**config.mk**
```make
export PLATFORM = sky130hd
export DESIGN_NAME = acc_exec_ctrl
export DESIGN_NICKNAME = d
export VERILOG_FILES = /design/src/rtl/acc_exec_ctrl.sv
export SDC_FILE = /design/constraint.sdc
export NUM_CORES = 1
export LEC_CHECK = 0
export CAP_MARGIN = 5
export CORE_MARGIN = 1.5
export CORE_UTILIZATION = 54
export CTS_CLUSTER_DIAMETER = 150
export DETAILED_ROUTE_END_ITERATION = 8
export GPL_ROUTABILITY_DRIVEN = 0
export PLACE_DENSITY_LB_ADDON = 0.12
export SYNTH_ARGS = -nofsm -noshare
export SYNTH_HDL_FRONTEND = slang
export SYNTH_SLANG_ARGS = --single-unit
```
**constraint.sdc**
```tcl
create_clock -name clk -period 4.3 [get_ports clk]
set_clock_uncertainty 0.1 [all_clocks]
set_input_delay 0.43 -clock clk [delete_from_list [all_inputs] [get_ports clk]]
set_output_delay 0.43 -clock clk [all_outputs]
set_load 0.05 [all_outputs]
```
**src/rtl/acc_exec_ctrl.sv**
```systemverilog
// Instruction sequencer for the 2-bit-control accumulator ALU.
// It accepts an instruction, stages the operands to the ALU, captures the result and commits it to ACC or PC.
module acc_exec_ctrl #(
    parameter int DATA_W  = 8,
    parameter int REG_CNT = 8,
    parameter int PC_W    = 5
) (
    input  logic                       clk,
    input  logic                       reset,
    input  logic                       instr_valid,
    output logic                       instr_ready,
    input  logic [7:0]                 instr,
    input  logic                       rf_we,
    input  logic [$clog2(REG_CNT)-1:0] rf_waddr,
    input  logic [DATA_W-1:0]          rf_wdata,
    output logic [DATA_W-1:0]          alu_a,
    output logic [DATA_W-1:0]          alu_b,
    output logic [1:0]                 alu_ctrl,
    input  logic [DATA_W-1:0]          alu_result,
    output logic [DATA_W-1:0]          acc,
    output logic [PC_W-1:0]            pc,
    output logic                       done,
    output logic                       branch_taken
);

    localparam int IDX_W = $clog2(REG_CNT);

    typedef enum logic [1:0] {
        IDLE = 2'd0,
        EXEC = 2'd1,
        WB   = 2'd2
    } state_e;

    typedef enum logic [1:0] {
        OP_ADD  = 2'b00,
        OP_NAND = 2'b01,
        OP_BNZ  = 2'b10,
        OP_SLT  = 2'b11
    } op_e;

    state_e              state;
    state_e              next_state;
    logic                accept;
    op_e                 op_q;
    logic [DATA_W-1:0]   res_q;
    logic [DATA_W-1:0]   rf [REG_CNT];
    logic [IDX_W-1:0]    rs;
    logic [1:0]          op_in;
    logic [DATA_W-1:0]   rs_data;
    logic                unused_instr_bits;

    assign op_in             = instr[7:6];
    assign rs                = instr[3 +: IDX_W];
    assign unused_instr_bits = ^instr[2:0];

    // A write landing on the same edge as the accept must be seen by the operand.
    assign rs_data = (rf_we && (rf_waddr == rs)) ? rf_wdata : rf[rs];

    assign instr_ready = (state == IDLE);

    // NOTE: sequential state is updated with <= so every register samples pre-edge values.
    always_ff @(posedge clk or posedge reset) begin
        if (reset) begin
            state <= IDLE;
        end else begin
            state <= next_state;
        end
    end

    // NOTE: defaults are assigned first so no path through the case can infer a latch.
    always_comb begin
        next_state = state;
        accept     = 1'b0;
        case (state)
            IDLE: begin
                if (instr_valid) begin
                    accept     = 1'b1;
                    next_state = EXEC;
                end
            end
            EXEC:    next_state = WB;
            WB:      next_state = IDLE;
            default: next_state = IDLE;
        endcase
    end

    // NOTE: the register file is cleared on reset because every entry must read 0 afterwards.
    always_ff @(posedge clk or posedge reset) begin
        if (reset) begin
            for (int i = 0; i < REG_CNT; i++) begin
                rf[i] <= '0;
            end
        end else if (rf_we) begin
            rf[rf_waddr] <= rf_wdata;
        end
    end

    // Operand stage: held unchanged from accept until the next accept.
    always_ff @(posedge clk or posedge reset) begin
        if (reset) begin
            alu_a    <= '0;
            alu_b    <= '0;
            alu_ctrl <= 2'b00;
            op_q     <= OP_ADD;
        end else if (accept) begin
            alu_a    <= acc;
            alu_b    <= rs_data;
            alu_ctrl <= op_in;
            op_q     <= op_e'(op_in);
        end
    end

    always_ff @(posedge clk or posedge reset) begin
        if (reset) begin
            res_q <= '0;
        end else if (state == EXEC) begin
            res_q <= alu_result;
        end
    end

    // Commit stage: bnz redirects the PC only when the staged accumulator was zero.
    always_ff @(posedge clk or posedge reset) begin
        if (reset) begin
            acc          <= '0;
            pc           <= '0;
            done         <= 1'b0;
            branch_taken <= 1'b0;
        end else begin
            done <= (state == WB);
            if (state == WB) begin
                if (op_q == OP_BNZ) begin
                    if (alu_a == '0) begin
                        pc           <= res_q[PC_W-1:0];
                        branch_taken <= 1'b1;
                    end else begin
                        pc           <= pc + PC_W'(1);
                        branch_taken <= 1'b0;
                    end
                end else begin
                    acc          <= res_q;
                    pc           <= pc + PC_W'(1);
                    branch_taken <= 1'b0;
                end
            end
        end
    end

endmodule

```
==> out/results.md <==
| Result | This run | Unit |
|:---|:---|:---|
| Syn Inst Count | 334 | - |
| Clock root cell | sky130_fd_sc_hd__clkbuf_8 | - |
| Type of the most critical hold path | flip-flop to flip-flop | - |
| FFs w/ async S/R, synth | 1.000 | - |
| Chain of cells forming the critical path | clkdlybuf4s50_1, nand2b_1, nor3b_2, mux2_2 | - |
| WL/cell | 18.85 | um |
| Die area | 0.009193 | mm2 |
| Final core utilization | 0.6698 | - |
| Share of synthesized cell area in and, or, nand and nor gates | 0.07682 | - |
| Power Dens Cells | 608.0 | mW/mm2 |
| Source-to-sink clock delay at the later pin of the worst-skew pair | 0.37 | ns |
| Final-report max-slew violation count | 0 | - |
| Number of placed I/O pins | 65 | - |
| Total overflow reported by the global router | 0 | - |
| Hold Startpoint | rf[11]$_DFFE_PP0P_ | - |
| Horizontal die dimension | 95.88 | um |
| Post-Synthesis Cell Area | 0.004658 | mm2 |
| Unrepaired setup endpoints after global routing | false | - |
| Actual transition at the worst max-transition pin | 1.051 | ns |
| Highest Clock Rate | 0.4243 | GHz |
| Leading cell type in the layout, fill and taps excluded | sky130_fd_sc_hd__dfrtp_1 | - |
| Main combinational cell family by area after synthesis | multiplexers | - |
| Maximum count of clock buffers along a single path | 2 | - |
| Result of the run | completed | - |
| Hold Path Sink | rf[11]$_DFFE_PP0P_ | - |
| Multiplexer share of the synthesized area | 0.2796 | - |
| Yosys Warn Count | 0 | - |
| Critical path's slowest cell | sky130_fd_sc_hd__nor3b_2 | - |
| Critical path data required time | 4.46 | ns |
| Setup Total Neg Slack | 0 | ns |
| Leading cell types in the layout, fill and taps excluded | sky130_fd_sc_hd__dfrtp_1 (107), sky130_fd_sc_hd__mux2_2 (74), sky130_fd_sc_hd__clkdlybuf4s50_1 (61), sky130_fd_sc_hd__nand2_1 (45), sky130_fd_sc_hd__mux4_2 (11) | - |
| IR drop worst, VDD | 0.3451 | mV |
| Remaining max-slew budget at the tightest pin | 0.2991 | - |
| Leading post-synthesis cells by cell area | sky130_fd_sc_hd__dfrtp_1 (57%), sky130_fd_sc_hd__mux2_2 (18%), sky130_fd_sc_hd__mux4_2 (5.3%) | - |
| Final layout net count | 430 | - |
| Max FO, Critical Path | 8 | - |
| Share of layout cells above drive strength 1 | 0.2754 | - |
| Global Route Usage Sum | 0.2332 | - |
| Post-synthesis average cell area | 13.95 | um2 |
| Hold buffers post-CTS | 0 | - |
| Most instantiated flip-flop cell in the synthesis netlist | sky130_fd_sc_hd__dfrtp_1 | - |
| Number of distinct library cell variants in the gate-level netlist after synthesis | 35 | - |
| Count of flip-flops with a built-in enable after synthesis | 0 | - |
| Total half-perimeter wirelength after legalization and detailed placement | 6254 | um |
| Area fraction in compound gates after synthesis | 0.04217 | - |
| Minimum period implied by the final worst setup slack | 2.357 | ns |
| Clock sink total | 107 | - |
| WP data arrival | 2.51 | ns |
| Number of port buffers | 61 | - |
| Flops & latches, synth | 107 | - |
| Net count of the mapped netlist | 366 | - |
| Initial drt markers | 143 | - |
| Clock tree from TritonCTS | yes | - |
| Synthesized-area fraction occupied by xor and xnor cells | 0.005641 | - |
| Number of max-capacitance violations reported | 0 | - |
| Number of H-tree levels | 3 | - |
| Logic depth of the worst register-to-register path | 4 | - |
| Vertical extent of the die | 95.88 | um |
| Maximum number of pins on one net before global-route repair | 87 | - |
| Worst stage delay on the critical path | 0.83 | ns |
| Sequential cell area fraction in the yosys report | 0.5748 | - |
| Dominant cell type by area after synthesis | sky130_fd_sc_hd__dfrtp_1 | - |
| Nature of the critical path endpoint | flip-flop | - |
| Wirelength, routed | 9575 | um |
| FF-to-FF setup slack | 2.05 | ns |
| Category of the most critical setup path | input port to flip-flop | - |
| Portion of synthesized cell area occupied by the leading cell type | 0.5748 | - |
| Setup bufs post-CTS | 0 | - |
| Initial core utilization | 0.5613 | - |
| Number of global-route vias before repair | 2971 | - |
| Endpoints failing hold | 0 | - |
| Drt via density | 5.809 | - |
| # rows | 33 | - |
| Clk slew on worst S/H paths | 0.10 | ns |
| Static power due to leakage | 2.397 | nW |
| Floorplan core area | 0.008299 | mm2 |
| PnR Total Power | 0.003380 | W |
| Total inserted antenna cells | 0 | - |
| Startpoint of the worst-slack reg-to-reg timing path | state[1]$_DFFE_PP0P_ | - |
| Resized Gates After CTS | 0 | - |
| First-pass GRT wire length | 15530 | um |
| Worst Hold Depth | 2 | - |
| Period utilization | 0.5480 | - |
| Antenna-violating nets left | 0 | - |
| Detailed-router iteration count before antenna repair | 4 | - |
| Post-synthesis adder-cell area fraction | 0.002686 | - |
| Post-route DRC | 0 | - |
| Number of antenna violations at the first check in global routing | 0 | - |
| Startpoint Class | input port | - |
| Inserted Clock Buffers | 9 | - |
| Setup violation total in the final timing report | 0 | - |
| Area added between synthesis and finish | 19.34 | % |
| Via count of the routed design | 2951 | - |
| End of the worst register-to-register path | alu_b[1]$_DFFE_PP0P_ | - |
-- cell type report --
type,count,area [um2]
fillers,613,2740
multi-input cells,208,1896
inverters,6,25.02
clock inverters,7,57.56
repair buffers,66,648.1
well taps,105,131.4
flip-flops and latches,107,2678
clock buffers,9,123.9
-- worst max-delay path: cells and delay by family --
family,cells,cell delay (ns)
buf+inv,1,0.65
simple gates,2,1.01
mux,1,0.42
-- power breakdown --
part	switching, W	internal [W]	total (W)
registers	0.000195	0.00130	0.00149
logic	0.000769	0.000541	0.00131
clock network	0.000358	0.000221	0.000579
total	0.00132	0.00206	0.00338
-- cells by family (layout without fill, tap and decap cells) --
group | after synthesis | in the layout
DFF | 107 | 107
muxes | 99 | 99
and+or+nand+nor | 73 | 73
AOI/OAI and AO/OA | 32 | 32
buffers and inverters | 19 | 88
xor gates and xnor gates | 3 | 3
adders and majority gates | 1 | 1
-- cells in the mapped netlist, types with 4 or more instances --
master and count:
sky130_fd_sc_hd__nand2_1 45, sky130_fd_sc_hd__mux2i_1 9, sky130_fd_sc_hd__o21ai_0 10, sky130_fd_sc_hd__clkbuf_1 6, sky130_fd_sc_hd__inv_1 4, sky130_fd_sc_hd__mux4_2 11, sky130_fd_sc_hd__mux4_1 5, sky130_fd_sc_hd__buf_2 4
sky130_fd_sc_hd__nand3_1 4, sky130_fd_sc_hd__dfrtp_1 107, sky130_fd_sc_hd__nor2_1 5, sky130_fd_sc_hd__o22ai_1 6, sky130_fd_sc_hd__nand4_1 4, sky130_fd_sc_hd__a21oi_1 8, sky130_fd_sc_hd__mux2_2 74
-- metal layers --
| metal | vias to the layer above | global-route usage | share of wire |
|---|---|---|---|
| met5 | - | 0 | 0 |
| met4 | 0 | 0.07230 | 0.012 |
| met3 | 10 | 0.05687 | 0.052 |
| met2 | 76 | 0.3609 | 0.48 |
| met1 | 1514 | 0.3274 | 0.46 |
| li1 | 1351 | - | - |
-- worst max-delay path by stage --
stage                            from              endpoint  slack [ns]  depth (start not counted)
after floorplan                 reset    acc[0]$_DFFE_PP0P_        0.95                          1
after global placement    rf_waddr[0]    rf[28]$_DFFE_PP0P_        1.63                          4
after detailed placement        rf_we    rf[29]$_DFFE_PP0P_        1.58                          4
after CTS                       rf_we    rf[29]$_DFFE_PP0P_        1.97                          4
after global routing      instr_valid  alu_b[0]$_DFFE_PP0P_        1.79                          5
final                           rf_we    rf[29]$_DFFE_PP0P_        1.94                          4
-- registers in the layout, indices dropped and copies added (netlist names) --
register	count
rf	64
acc	8
alu_a	8
alu_b	8
res_q	8
pc	5
op_q	2
state	2
branch_taken	1
done	1
-- per-stage QoR --
| step | cell area (um2) | hold slack (ns) | cells | setup slack [ns] |
|---|---|---|---|---|
| floorplan | 4658 | 0.3416 | 334 | 0.9528 |
| global placement | 5378 | 0.3547 | 492 | 1.631 |
| detailed placement | 5378 | 0.3657 | 492 | 1.581 |
| CTS | 5559 | 0.3880 | 508 | 1.975 |
| global route | 5559 | 0.4119 | 508 | 1.786 |
| finish | 5559 | 0.3862 | 508 | 1.943 |
(Power assumes the default switching activity.)
